**src/rtl/pll_reconfig_pkg.sv**
```systemverilog
// Shared types and register map for the PLL reconfiguration sequencer.
//   seq_state_t : sequencer state encoding
//   REG_*       : pll_cfg management register addresses
package pll_reconfig_pkg;

    typedef enum logic [2:0] {
        ST_IDLE,
        ST_MODE,
        ST_M_WR,
        ST_K_WR,
        ST_START,
        ST_WAIT_LOCK,
        ST_FIN
    } seq_state_t;

    localparam logic [5:0] REG_MODE  = 6'd0;
    localparam logic [5:0] REG_START = 6'd2;
    localparam logic [5:0] REG_M     = 6'd4;
    localparam logic [5:0] REG_K     = 6'd7;

endpackage

```
**src/rtl/pll_reconfig_seq_sel_settle.sv**
```systemverilog
// sel_settle: 2-flop synchroniser followed by a stability counter.
//   clk        : clock
//   reset      : synchronous, active-high
//   din        : asynchronous input word
//   stable_val : synchronised value
//   stable_vld : high once stable_val has been unchanged for SETTLE cycles
module sel_settle
    import pll_reconfig_pkg::*;
#(
    parameter int unsigned W      = 1,
    parameter int unsigned SETTLE = 2
) (
    input  logic         clk,
    input  logic         reset,
    input  logic [W-1:0] din,
    output logic [W-1:0] stable_val,
    output logic         stable_vld
);

    localparam int unsigned CNT_W = (SETTLE < 1) ? 1 : $clog2(SETTLE + 1);

    logic [W-1:0]     meta;
    logic [W-1:0]     sync;
    logic [CNT_W-1:0] cnt;

    // cnt restarts on the very edge where sync takes a new value, so it
    // counts the cycles sync has held its current value.
    always_ff @(posedge clk) begin
        if (reset) begin
            meta <= '0;
            sync <= '0;
            cnt  <= '0;
        end else begin
            meta <= din;
            sync <= meta;
            if (meta != sync) begin
                cnt <= '0;
            end else if (cnt != CNT_W'(SETTLE)) begin
                cnt <= cnt + CNT_W'(1);
            end
        end
    end

    assign stable_val = sync;
    assign stable_vld = (cnt == CNT_W'(SETTLE));

endmodule

```
**src/rtl/pll_reconfig_seq.sv**
```systemverilog
// pll_reconfig_seq: drives the pll_cfg Avalon-MM management port to switch
// the PLL between NUM_PRESETS fractional presets.
//   CLK_50M          : clock
//   reset            : synchronous, active-high
//   preset_sel       : requested preset (asynchronous)
//   pll_locked       : PLL lock indicator (asynchronous)
//   mgmt_waitrequest : Avalon waitrequest from pll_cfg
//   mgmt_write       : Avalon write strobe
//   mgmt_address     : register address
//   mgmt_writedata   : register data
//   busy             : sequence in progress
//   done             : one-cycle pulse at sequence end
//   timeout_err      : sticky lock-timeout flag, cleared at next sequence start
//   active_preset    : preset most recently applied / being applied
module pll_reconfig_seq
    import pll_reconfig_pkg::*;
#(
    parameter int                          NUM_PRESETS  = 2,
    parameter int                          SEL_W        = $clog2(NUM_PRESETS),
    parameter logic [NUM_PRESETS*32-1:0]   PRESET_K     = {32'd3268298314, 32'd3639383488},
    parameter logic [NUM_PRESETS*32-1:0]   PRESET_M     = {NUM_PRESETS{32'h0000_0808}},
    parameter bit                          FRAC_ONLY    = 1'b1,
    parameter int unsigned                 SETTLE       = 2,
    parameter int unsigned                 GAP          = 3,
    parameter int unsigned                 LOCK_TIMEOUT = 65535
) (
    input  logic             CLK_50M,
    input  logic             reset,
    input  logic [SEL_W-1:0] preset_sel,
    input  logic             pll_locked,
    input  logic             mgmt_waitrequest,
    output logic             mgmt_write,
    output logic [5:0]       mgmt_address,
    output logic [31:0]      mgmt_writedata,
    output logic             busy,
    output logic             done,
    output logic             timeout_err,
    output logic [SEL_W-1:0] active_preset
);

    localparam int unsigned    GAP_W     = (GAP < 2) ? 1 : $clog2(GAP);
    localparam int unsigned    GAP_LAST  = (GAP == 0) ? 0 : GAP - 1;
    localparam int unsigned    LOCK_W    = (LOCK_TIMEOUT < 2) ? 1 : $clog2(LOCK_TIMEOUT);
    localparam int unsigned    LOCK_LAST = (LOCK_TIMEOUT == 0) ? 0 : LOCK_TIMEOUT - 1;
    localparam logic [SEL_W:0] NUM_SEL   = (SEL_W + 1)'(NUM_PRESETS);

    seq_state_t        state;
    seq_state_t        state_nxt;
    logic [SEL_W-1:0]  stable_val;
    logic              stable_vld;
    logic              lock_meta;
    logic              lock_sync;
    logic              in_gap;
    logic [GAP_W-1:0]  gap_cnt;
    logic [LOCK_W-1:0] lock_cnt;
    logic              req;
    logic              accept;
    logic              step;
    logic              lock_expired;

    sel_settle #(
        .W      (SEL_W),
        .SETTLE (SETTLE)
    ) u_sel_settle (
        .clk        (CLK_50M),
        .reset      (reset),
        .din        (preset_sel),
        .stable_val (stable_val),
        .stable_vld (stable_vld)
    );

    assign req    = stable_vld && ({1'b0, stable_val} < NUM_SEL) && (stable_val != active_preset);
    assign accept = mgmt_write && !mgmt_waitrequest;
    // A write state advances once its write is accepted and the gap has elapsed.
    assign step   = (GAP == 0) ? accept : (in_gap && (gap_cnt == GAP_W'(GAP_LAST)));
    // A lock seen in the final counted cycle still wins over the timeout.
    assign lock_expired = (state == ST_WAIT_LOCK) && !lock_sync &&
                          (lock_cnt == LOCK_W'(LOCK_LAST));

    always_ff @(posedge CLK_50M) begin
        if (reset) begin
            state <= ST_IDLE;
        end else begin
            state <= state_nxt;
        end
    end

    always_comb begin
        state_nxt = state;
        unique case (state)
            ST_IDLE:      if (req)    state_nxt = ST_MODE;
            ST_MODE:      if (step)   state_nxt = FRAC_ONLY ? ST_K_WR : ST_M_WR;
            ST_M_WR:      if (step)   state_nxt = ST_K_WR;
            ST_K_WR:      if (step)   state_nxt = ST_START;
            ST_START:     if (accept) state_nxt = ST_WAIT_LOCK;
            ST_WAIT_LOCK: if (lock_sync || lock_expired) state_nxt = ST_FIN;
            ST_FIN:       state_nxt = ST_IDLE;
            default:      state_nxt = ST_IDLE;
        endcase
    end

    always_comb begin
        mgmt_write     = 1'b0;
        mgmt_address   = '0;
        mgmt_writedata = '0;
        busy           = 1'b0;
        done           = 1'b0;
        unique case (state)
            ST_MODE: begin
                mgmt_write   = !in_gap;
                mgmt_address = REG_MODE;
                busy         = 1'b1;
            end
            ST_M_WR: begin
                mgmt_write     = !in_gap;
                mgmt_address   = REG_M;
                mgmt_writedata = PRESET_M[{active_preset, 5'd0} +: 32];
                busy           = 1'b1;
            end
            ST_K_WR: begin
                mgmt_write     = !in_gap;
                mgmt_address   = REG_K;
                mgmt_writedata = PRESET_K[{active_preset, 5'd0} +: 32];
                busy           = 1'b1;
            end
            ST_START: begin
                mgmt_write   = 1'b1;
                mgmt_address = REG_START;
                busy         = 1'b1;
            end
            ST_WAIT_LOCK: busy = 1'b1;
            ST_FIN:       done = 1'b1;
            default:      ;
        endcase
    end

    always_ff @(posedge CLK_50M) begin
        if (reset) begin
            lock_meta     <= 1'b0;
            lock_sync     <= 1'b0;
            in_gap        <= 1'b0;
            gap_cnt       <= '0;
            lock_cnt      <= '0;
            active_preset <= '0;
            timeout_err   <= 1'b0;
        end else begin
            lock_meta <= pll_locked;
            lock_sync <= lock_meta;

            if (state != state_nxt) begin
                in_gap  <= 1'b0;
                gap_cnt <= '0;
            end else if (accept) begin
                in_gap  <= 1'b1;
                gap_cnt <= '0;
            end else if (in_gap) begin
                gap_cnt <= gap_cnt + GAP_W'(1);
            end

            lock_cnt <= (state == ST_WAIT_LOCK) ? lock_cnt + LOCK_W'(1) : '0;

            if (state == ST_IDLE && req) begin
                active_preset <= stable_val;
                timeout_err   <= 1'b0;
            end else if (lock_expired) begin
                timeout_err <= 1'b1;
            end
        end
    end

endmodule
```
**config.mk**
```make
export PLATFORM = sky130hd
export DESIGN_NAME = pll_reconfig_seq
export DESIGN_NICKNAME = d
export VERILOG_FILES = /design/src/rtl/pll_reconfig_pkg.sv /design/src/rtl/pll_reconfig_seq_sel_settle.sv /design/src/rtl/pll_reconfig_seq.sv
export SDC_FILE = /design/constraint.sdc
export NUM_CORES = 1
export LEC_CHECK = 0
export BUFFER_PORTS_ARGS = -buffer_cell sky130_fd_sc_hd__buf_2
export CAP_MARGIN = 20
export CORE_UTILIZATION = 30
export CTS_BUF_LIST = sky130_fd_sc_hd__clkbuf_8
export DETAILED_ROUTE_END_ITERATION = 10
export GPL_TIMING_DRIVEN = 0
export PLACE_DENSITY = 0.61
export SYNTH_ARGS = -nofsm -noshare
export SYNTH_HDL_FRONTEND = slang
export SYNTH_SLANG_ARGS = --single-unit
```
**constraint.sdc**
```tcl
create_clock -name CLK_50M -period 3.6 [get_ports CLK_50M]
set_input_delay 0.54 -clock CLK_50M [delete_from_list [all_inputs] [get_ports CLK_50M]]
set_output_delay 0.54 -clock CLK_50M [all_outputs]
set_load 0.03 [all_outputs]
```
* Word-level counts from Yosys, hierarchy flattened
Cells that the tools add are included.
Word-level totals: flip-flop bits (word level) 30, logic and storage cells 60, input port bits 5, output and inout port bits 43
Cells by class: shift operators 2, muxes and demuxes 11, eq/ne operators 13, bitwise gates (word level) 1, $add $sub $neg 3, reductions and logical operators 19
Operators with widths (number):
- indexed part select 64 x 7 -> 32 bit (first input constant) | 2
- case mux 32 bit (2 select lines) | 1
- adder 16 x 1 -> 16 bit (second input constant) | 1
- equality test 16 bit (second input constant) | 1
- 2-to-1 mux 3 bit | 5
- case mux 3 bit (5 select lines) | 1
- OR reduction 2 bit | 5
- equality test 3 bit (second input constant) | 3
- case mux 3 bit (3 select lines) | 1
- equality test 3 x 2 -> 1 bit (second input constant) | 2
- logical AND 1 bit | 6
- OR reduction 3 bit | 2
- OR reduction 5 bit | 1
- adder 2 x 1 -> 2 bit (second input constant) | 2
- equality test 2 bit (second input constant) | 2
- equality test 3 x 1 -> 1 bit (second input constant) | 1
- zero test 1 bit | 3
- zero test 3 bit | 1
- != test 3 bit | 1
- 2-to-1 mux 1 bit | 2
- != test 1 bit | 2
- != test 2 bit (second input constant) | 1
- case mux 1 bit (2 select lines) | 1
- logical OR 1 bit | 1
- NOT 1 bit | 1

* Longest topological paths before layout
Gate-level depths: netlist of run 1.
depth in word-level cells 8, mapped depth 6, gate-level depth less buffers 6

* Modules after synthesis
A second synthesis of run 1 with hierarchy kept.
Second synthesis, totals: cells, all modules 205, area, all modules 1754.2 sq um
By module, submodules not included:
- pll_reconfig_seq | instances 1, area each 1587.8 sq um, cells each 190, sequential area each 520.5 sq um
- sel_settle | instances 1, area each 166.4 sq um, cells each 15, sequential area each 80.1 sq um

* Worst setup path after synthesis of run 1
No wires, ideal clock.
kind flip-flop to output port, from reg state[2], to out mgmt_writedata[12], data required time 3060 ps, cell stages (with the launch flop) 6, setup slack 1271 ps, arrival 1789 ps, path buffers 1, path through dfxtp_1 nand2b_1 inv_1 nand2_1 nor2_1 buf_4
Between the ends: word-level cells in the longest chain between the ends 2, elaborated cells between the ends (all ways) 3, classes of those cells eq/ne: 2; mux: 1
Ends and longest elaborated chain:
- start: declaration | RTL line pll_reconfig_seq.sv:47 | seq_state_t state;
- start signal: assignment | RTL line pll_reconfig_seq.sv:84 | state <= state_nxt;
- equality test 3 x 2 -> 1 bit | RTL line pll_reconfig_seq.sv:108 | unique case (state)
- case mux 32 bit (2 select lines) * | RTL line pll_reconfig_seq.sv:108
- end: declaration | RTL line pll_reconfig_seq.sv:34 | output logic [31:0] mgmt_writedata,
Every way passes the cells marked *; elsewhere a longest branch is shown, timed or not.

* Worst setup path after layout of run 1
from reg state[0], to out mgmt_writedata[15]
Same word-level chain as after synthesis.

==> results of run 1 <==
-- worst min-delay path by stage --
| stage | start | endpoint | slack [ns] | cells past startpoint |
|---|---|---|---|---|
| 5_1_grt | preset_sel | u_sel_settle.meta | 0.46 | 2 |
| 2_1_floorplan | lock_meta | lock_sync | 0.41 | 1 |
| 3_3_place_gp | lock_meta | lock_sync | 0.43 | 1 |
| 4_1_cts | lock_meta | lock_sync | 0.46 | 1 |
| 6_report | lock_meta | lock_sync | 0.46 | 1 |
| 3_5_place_dp | lock_meta | lock_sync | 0.45 | 1 |
-- per-layer routing --
| layer | part of all wire, % | GRT usage, % | wire, µm |
|---|---|---|---|
| met5 | 0 | 0 | 0 |
| met4 | 1.1 | 4.615 | 35 |
| met3 | 6.8 | 3.929 | 209 |
| met2 | 44 | 17.86 | 1349 |
| met1 | 48 | 12.60 | 1458 |
-- worst register-to-register path: stages (launching register included) --
cell      delay (ns)
dfxtp_1         0.38
ha_1            0.20
and2_0          0.13
clkbuf_1        0.24
nand3_1         0.12
or3_1           0.31
a21oi_1         0.13
-- cell families after synthesis --
logic type,Yosys count
and+or+nand+nor,75
buffers and inverters,45
AOI/OAI and AO/OA,30
DFF,30
xor gates and xnor gates,15
adders and majority gates,4
muxes,2
other,1
-- layout make-up --
type | count | area, µm²
fill | 530 | 3153
sequential | 30 | 600.6
multi-input combinational | 139 | 833.3
timing repair buffer | 34 | 170.2
tap | 70 | 87.58
buffer | 37 | 256.5
clock buffer | 5 | 68.82
clock inverter | 3 | 37.54
inverter | 8 | 30.03
-- state kept, by name, indices dropped and copies added, names as in the netlist --
signal	count
u_sel_settle.cnt	2
lock_sync	1
gap_cnt	2
in_gap	1
state	3
lock_meta	1
u_sel_settle.stable_val	1
active_preset	1
timeout_err	1
lock_cnt	16
u_sel_settle.meta	1
-- metrics by stage --
stage	cells	utilization, %
after floorplan	214	-
after global placement	318	37.77
after detailed placement	318	37.77
after CTS	326	39.80
after global routing	326	39.80
final	326	39.80
-- synth_stat cells, types with 4 or more instances --
master | instances | area, µm²
buf_4 | 30 | 225.2
dfxtp_1 | 30 | 600.6
nor2_1 | 25 | 93.84
a21oi_1 | 16 | 80.08
xor2_1 | 9 | 78.83
inv_1 | 8 | 30.03
nand2_1 | 8 | 30.03
nand3_1 | 7 | 35.03
o21ai_0 | 7 | 35.03
nor2b_1 | 6 | 37.54
xnor2_1 | 6 | 52.55
buf_2 | 4 | 20.02
ha_1 | 4 | 50.05
nand4_1 | 4 | 25.02
or3_1 | 4 | 25.02
-- where the power goes --
group          total (W)  switching, W  internal, W
Sequential      0.000348    0.00000760     0.000341
Clock           0.000322      0.000120     0.000201
Combinational  0.0000912     0.0000560    0.0000352
==> flow_summary.json, run 1 <==
{
  "path_class": "reg -> out",
  "cp_top_family": "buffers and inverters",
  "grt_pass1_wl_um": 5106,
  "min_path_type": "reg -> reg",
  "via_per_inst": 4.215,
  "yosysSeqAreaShare_pct": 35.85,
  "clkSlewWorstSetupHoldPaths_ns": 0.06,
  "firstDrtPassIters": 4,
  "initial_utilization_pct": 31.99,
  "reg2reg_slack_ns": 2.03,
  "worst-path-stages": 5,
  "irDropWorstVdd_mv": 0.2700,
  "grt_max_degree": 11,
  "power.total_w": 0.0007612,
  "yosysWarningCount": 0,
  "synth_compound_gate_area_share_pct": 10.16,
  "postCtsHoldBufs": 0,
  "cpMostUsedCell": "buf_2",
  "insertion_delay_ns": 0.28,
  "synth_adder_area_share_pct": 2.987,
  "avgSynthCellArea_um2": 8.294,
  "ys_ff_latch": 30,
  "slowest_delay_ns": 0.41,
  "grt_use_total_pct": 10.85,
  "syn_area_um2": 1675,
  "crit_arrival_ns": 1.77,
  "wl_per_cell_um": 9.362,
  "setup_tns_ns": 0,
  "synth-simple-area-share_pct": 24.50,
  "drc_errors": 0,
  "fmax_mhz": 432.5,
  "h-tree-depth": 2,
  "cp-startpoint": "state[0]",
  "antenna_cells": 0,
  "cp_slowest_cell": "dfxtp_1",
  "start_kind": "flop",
  "power.leakage_nw": 0.9824,
  "r2r_end": "lock_cnt[14]",
  "die_h_um": 76.73,
  "rows": 26,
  "synth_top_family_by_area": "simple AND/OR/NAND/NOR gates",
  "async_reset_ff_share_pct": 0,
  "post_cts_buffers": 0,
  "drive_above_1_share_pct": 30.86,
  "dpl.hpwl_um": 2289,
  "netlist-cell-type-count": 39,
  "finClkSkew_ns": 0.005614,
  "path_max_fanout": 10,
  "rsz0062_at_grt": "false",
  "cp_cell_sequence": "buf_2 > nand2_1 > nor2_1 > buf_4 > buf_2",
  "syn_inst": 202,
  "postRouteWirelength_um": 3052,
  "place_ws_ns": 1.561,
  "grt_pass1_vias": 1148,
  "setup_viol": 0,
  "grt_overflow_total": 0,
  "dieArea_um2": 5887,
  "final_common_cell": "buf_2",
  "num_io_pins": 48,
  "max_cap_viol_count": 0,
  "fin_nets": 264,
  "synth_edf_count": 0,
  "area_growth_pct": 24.42,
  "cts_resized": 0,
  "clockBufferDepth": 2,
  "r2r_cells": 6,
  "placed_area_um2": 1978,
  "final_cell_mix": "buf_2, buf_4, dfxtp_1, nor2_1, a21oi_1",
  "place_congestion": 0.7110,
  "synth_flop_cell": "dfxtp_1",
  "core-area_um2": 5238,
  "fin_area_um2": 2085,
  "end_kind": "output port",
  "die_w_um": 76.73,
  "synth_xor_area_share_pct": 7.842,
  "root_buffer": "clkbuf_8",
  "ant_nets": 0,
  "vias": 1374,
  "report.final.slew_viol_count": 0,
  "cts_tree": "built",
  "antenna_found_initial": 0,
  "cts_sinks": 30,
  "hold_ws_ns": 0.4628,
  "hold_viol_final": 0,
  "drtIter0Drc": 63,
  "period_needed_ns": 2.312,
  "powerDensity_nw_per_um2": 365.2,
  "cts_inserted_buffers": 5,
  "io_buffers": 34,
  "cp_num_buf_inv": 3,
  "run_status": "finished, final reports clean",
  "r2r_start": "lock_cnt[0]",
  "fin_crit_sh_pct": 64.23,
  "crit_path_end": "mgmt_writedata[15]",
  "crit_required_ns": 3.06,
  "synthMuxAreaShare_pct": 1.344,
  "fin_ws_ns": 1.288
}
(Power assumes the default switching activity.)
==> run 2: changes to the inputs <==
ABC_AREA = 1   (was default)
PLACE_DENSITY = 0.62   (was 0.61)
clock period = 2.1 ns   (was 3.6 ns; I/O delays follow)
==> run 2 against run 1 <==
Against the previous run: via count grew 14%; register-to-register slack lost 1.5 ns; critical endpoint is now mgmt_writedata[14]; critical path type unchanged; largest power group is now clock; clock-buffer cell count grew 1; cell count grew 17%; core utilization grew 0.066 points.
==> flow_summary.json, run 2 <==
{
  "crit_required_ns": 1.78,
  "synth_top_area_share_pct": 34.09,
  "setup_viol": 0,
  "core-area_um2": 5574,
  "end_kind": "output port",
  "multiInputGateArea_um2": 837.1,
  "period_needed_ns": 1.949,
  "syn_inst": 254,
  "cp_slowest_cell": "dfxtp_1",
  "final-seq-area_um2": 600.6,
  "crit_arrival_ns": 1.63,
  "fin_crit_sh_pct": 92.83,
  "powerDensity_nw_per_um2": 633.8,
  "nFillCells": 577,
  "cts_inserted_buffers": 5,
  "firstDrtPassIters": 4,
  "cts_tree": "built",
  "hold_viol_final": 0,
  "synth.largest_area_cell": "dfxtp_1",
  "place_congestion": 0.7999,
  "path_max_fanout": 7,
  "synth_flop_cell": "dfxtp_1",
  "initial_utilization_pct": 31.60,
  "cts_sinks": 30,
  "irDropWorstVdd_mv": 0.2931,
  "slowest_delay_ns": 0.45,
  "cp_cell_sequence": "nand2_1 > nor2_4 > inv_1 > nor2_2 > buf_4 > buf_2",
  "area_growth_pct": 26.14,
  "max_cap_viol_count": 0,
  "via_per_inst": 4.124,
  "largest-register": "lock_cnt",
  "syn_area_um2": 1762,
  "cp-startpoint": "state[0]",
  "wl_per_cell_um": 8.366,
  "die_h_um": 78.63,
  "place_ws_ns": 0.1947,
  "grt_overflow_total": 0,
  "grt_max_degree": 11,
  "report.final.slew_viol_count": 0,
  "grt_pass1_vias": 1305,
  "rows": 27,
  "die_w_um": 78.63,
  "worstHoldStart": "pll_locked",
  "yosysSeqAreaShare_pct": 34.09,
  "power.leakage_nw": 1.076,
  "final_common_cell": "nand2_1",
  "antenna_found_initial": 0,
  "grt_use_total_pct": 11.12,
  "drive_above_1_share_pct": 32.47,
  "fin_nets": 316,
  "start_kind": "flop",
  "clkSlewWorstSetupHoldPaths_ns": 0.07,
  "antenna_cells": 0,
  "utilization_pct": 39.87,
  "rsz0062_at_grt": "false",
  "fmax_mhz": 513.0,
  "r2r_start": "lock_cnt[0]",
  "yosysMostFrequentCell": "nor2_1",
  "postCtsHoldBufs": 0,
  "clockBufferDepth": 2,
  "path_class": "reg -> out",
  "final_cell_mix": "nand2_1, nor2_1, buf_2, buf_4, dfxtp_1",
  "netlist-cell-type-count": 29,
  "dieArea_um2": 6183,
  "io_buffers": 33,
  "postRouteWirelength_um": 3179,
  "ant_nets": 0,
  "dpl.hpwl_um": 2511,
  "async_reset_ff_share_pct": 0,
  "yosysWarningCount": 0,
  "avgSynthCellArea_um2": 6.936,
  "min_path_type": "in -> reg",
  "drtIter0Drc": 57,
  "synth_edf_count": 0,
  "vias": 1567,
  "ys_ff_latch": 30,
  "largest_register_ffs": 16,
  "fin_ws_ns": 0.1506,
  "insertion_delay_ns": 0.28,
  "drc_errors": 0,
  "run_status": "finished, final reports clean",
  "h-tree-depth": 2,
  "reg.largest.list": "lock_cnt (16), state (3)",
  "root_buffer": "clkbuf_8",
  "synth_common_cells": "nor2_1, nand2_1, buf_4",
  "num_io_pins": 48,
  "yosys-top-cells-area": "dfxtp_1, buf_4, nor2_1, nand2_1, inv_1",
  "grt_pass1_wl_um": 5533,
  "finClkSkew_ns": 0.006504
}
## run 2: cell count changes after synthesis, moves of 4 or more
cell and delta:
nand2_1 +33, inv_1 +20, nor2_1 +17, inv_2 +9, xor2_1 -7, nor2b_1 -6
nor2_2 +5, o21ai_1 +5, buf_2 -4, or3_1 -4
## run 2: path summary, 6_finish.rpt
check | end | slack (ns) | cells past startpoint
setup reg to reg | lock_cnt[14] | 0.51 | 9
setup / recovery | mgmt_writedata[14] | 0.15 | 6
hold reg to reg | lock_sync | 0.41 | 2
hold / removal | lock_meta | 0.23 | 3
## run 2: where the power goes
group | switching [W] | internal, W
registers | 0.00000656 | 0.000579
logic | 0.0000593 | 0.0000358
clock network | 0.000222 | 0.000506
## run 2: final cells by class
class	count	share of cell area (%)
multi-input cells	166	37.67
flip-flops and latches	30	27.03
plain buffers	32	10.64
repair buffers	34	7.770
inverters	38	6.419
well taps	72	4.054
clock buffers	6	3.716
clock inverters	2	2.703
## run 2: through the flow
step | power [W] | TNS (ns) | hold WS, ns | area (µm²) | cells
4_1_cts | 0.001426 | 0 | 0.2259 | 2217 | 380
3_5_place_dp | 0.0006937 | 0 | 0.4096 | 2064 | 371
6_report | 0.001408 | 0 | 0.2296 | 2222 | 380
5_1_grt | 0.001461 | 0 | 0.2304 | 2222 | 380
3_3_place_gp | 0.0006917 | 0 | 0.3999 | 2064 | 371
2_1_floorplan | 0.0006825 | -0.07463 | 0.3883 | 1809 | 266
## run 2: kinds of logic after synthesis
kind of cell | synth area share (%)
AND/OR/NAND/NOR | 29.19
buffers and inverters | 21.52
AO/OA/AOI/OAI | 9.659
flip-flops | 34.09
XOR/XNOR | 2.486
adder cells (fa/ha/maj) | 2.841
other | 0.2129
## run 2: critical path, delay by kind of cell, from the launching register on
kind	cells	cell delay [ns]
simple gates	3	0.49
flops	1	0.45
buf+inv	3	0.41
## run 2: repair_timing
action	4_1_cts	5_1_grt
buffers inserted	1	0
gates resized for setup	1	1
setup endpoints to repair	12	6
pin swaps	1	0
hold endpoints to repair	0	0
## run 2: metal layers
metal / global-route usage [%] / vias to the layer above / part of all wire [%]
met5: 0 / - / 0
met4: 2.778 / 0 / 0.94
met3: 3.605 / 5 / 7.7
met2: 18.35 / 49 / 45
met1: 13.85 / 664 / 46
li1: - / 849 / -
==> run 3: changes to the inputs <==
CORE_UTILIZATION = 45   (was 30)
PLACE_DENSITY = 0.73   (was 0.62)
==> run 3 against run 2 <==
Against the previous run: core utilization increased by 19 points; setup slack better by 0.033 ns; first-iteration DRC count rose by 14%; clock-buffer cell count stayed put; clock power is 34% lower; die area decreased by 33%.
==> flow_summary.json, run 3 (synthesis results as in run 2) <==
{
  "run_status": "finished, final reports clean",
  "largest-register": "lock_cnt",
  "worst-path-stages": 6,
  "reg.largest.list": "lock_cnt (16), state (3)",
  "slowest_delay_ns": 0.41,
  "crit_required_ns": 1.78,
  "fin_cells": 359,
  "fin_crit_sh_pct": 91.26,
  "cpMostUsedCell": "nor2_4",
  "place_congestion": 0.8104,
  "place_inst": 347,
  "fin_nets": 319,
  "nFillCells": 370,
  "via_per_inst": 4.270,
  "hold_viol_final": 0,
  "cp_slowest_cell": "dfxtp_2",
  "cp_top_family": "simple AND/OR/NAND/NOR gates",
  "reg2reg_slack_ns": 0.52,
  "area_growth_pct": 23.44,
  "grt_pass1_wl_um": 5506,
  "cts_inserted_buffers": 5,
  "r2r_end": "lock_cnt[14]",
  "min_path_type": "in -> reg",
  "setup_viol": 0,
  "cp_cell_sequence": "nand2_1 > nor2_4 > inv_2 > nor2_4 > buf_4 > buf_2",
  "end_kind": "output port",
  "hold_ws_ns": 0.2351,
  "cp-startpoint": "state[0]",
  "setup_tns_ns": 0,
  "period_needed_ns": 1.916,
  "powerDensity_nw_per_um2": 534.9,
  "fmax_mhz": 521.8,
  "ant_nets": 0,
  "die_h_um": 64.57,
  "io_buffers": 33,
  "report.final.slew_viol_count": 0,
  "core-area_um2": 3716,
  "postRouteWirelength_um": 3140,
  "irDropWorstVdd_mv": 0.3894,
  "power.leakage_nw": 1.068,
  "insertion_delay_ns": 0.28,
  "r2r_cells": 9,
  "crit_arrival_ns": 1.60,
  "r2r_start": "lock_cnt[0]",
  "cts_sinks": 30,
  "die_w_um": 64.57,
  "antenna_found_initial": 0,
  "h-tree-depth": 2,
  "clockBufferDepth": 2,
  "crit_path_end": "mgmt_writedata[21]",
  "drtIter0Drc": 65,
  "vias": 1533,
  "start_kind": "flop",
  "rows": 22,
  "multiInputGateArea_um2": 842.1,
  "drive_above_1_share_pct": 34.08,
  "grt_overflow_total": 0,
  "max_cap_viol_count": 0,
  "grt_max_degree": 12,
  "dpl.hpwl_um": 2437,
  "finClkSkew_ns": 0.002412,
  "rsz0062_at_grt": "false",
  "path_class": "reg -> out",
  "drc_errors": 0,
  "worstHoldStart": "pll_locked",
  "largest_register_ffs": 16,
  "grt_pass1_vias": 1377,
  "cp_num_buf_inv": 3,
  "cts_tree": "built",
  "clkSlewWorstSetupHoldPaths_ns": 0.06,
  "wl_per_cell_um": 8.747,
  "final_cell_mix": "nand2_1, nor2_1, buf_4, buf_2, dfxtp_1",
  "path_max_fanout": 7,
  "root_buffer": "clkbuf_8",
  "final-seq-area_um2": 603.1,
  "initial_utilization_pct": 47.41,
  "firstDrtPassIters": 5,
  "antenna_cells": 0,
  "final_common_cell": "nand2_1",
  "grt_use_total_pct": 17.16,
  "num_io_pins": 48,
  "dieArea_um2": 4169,
  "postCtsHoldBufs": 0
}
[run 3: changes by cell type in the layout (fill, tap and decap cells not counted), sizes merged]
cell / before / now
buf: 65 / 68
clkinv: 1 / 2
bufinv: 2 / 0
clkinvlp: 0 / 1
[run 3: worst min path at each step]
stage,end,slack [ns],depth (start not counted)
after floorplan,lock_sync,0.39,2
after global placement,lock_sync,0.40,2
after detailed placement,lock_sync,0.40,2
after CTS,lock_meta,0.23,3
after global routing,lock_meta,0.23,3
final,lock_meta,0.24,3
[run 3: timing repair]
action | in CTS | in global routing
hold endpoints to repair | 0 | 0
pin swaps | 0 | 2
buffers inserted | 0 | 4
endpoints found under the setup margin | 12 | 11
resized for setup | 2 | 4
[run 3: metrics by stage]
stage	total power (W)	setup slack, ns	area (µm²)	util (%)
5_1_grt	0.001224	0.05590	2175	58.52
4_1_cts	0.001176	0.007585	2133	57.41
2_1_floorplan	0.0006825	-0.01866	1809	-
6_report	0.001163	0.1836	2175	58.52
3_5_place_dp	0.0006932	0.2243	2034	54.75
3_3_place_gp	0.0006913	0.2721	2034	54.75
[run 3: metal layers]
layer,track usage (%),vias up,wire length [µm]
met5,0,-,0
met4,7.500,0,48
met3,5.634,6,195
met2,30.26,46,1479
met1,18.55,628,1416
li1,-,853,-
[run 3: layout make-up]
cell class                 instances  area share, %
clock inverter                     2         0.5754
clock buffer                       6          3.797
sequential                        30          27.73
timing repair buffer              37          8.976
tap                               48          2.762
inverter                          38          6.559
multi-input combinational        166          38.72
buffer                            32          10.87
[run 3: worst min-delay path, stage by stage]
cell    delay, ns
buf_2        0.08
inv_1        0.03
nor2_1       0.07
[run 3: power by group]
part	internal (W)	switching [W]	total, W
sequential	0.000579	0.00000616	0.000585
clock	0.000263	0.000220	0.000483
combinational	0.0000358	0.0000600	0.0000958
total	0.000877	0.000286	0.00116
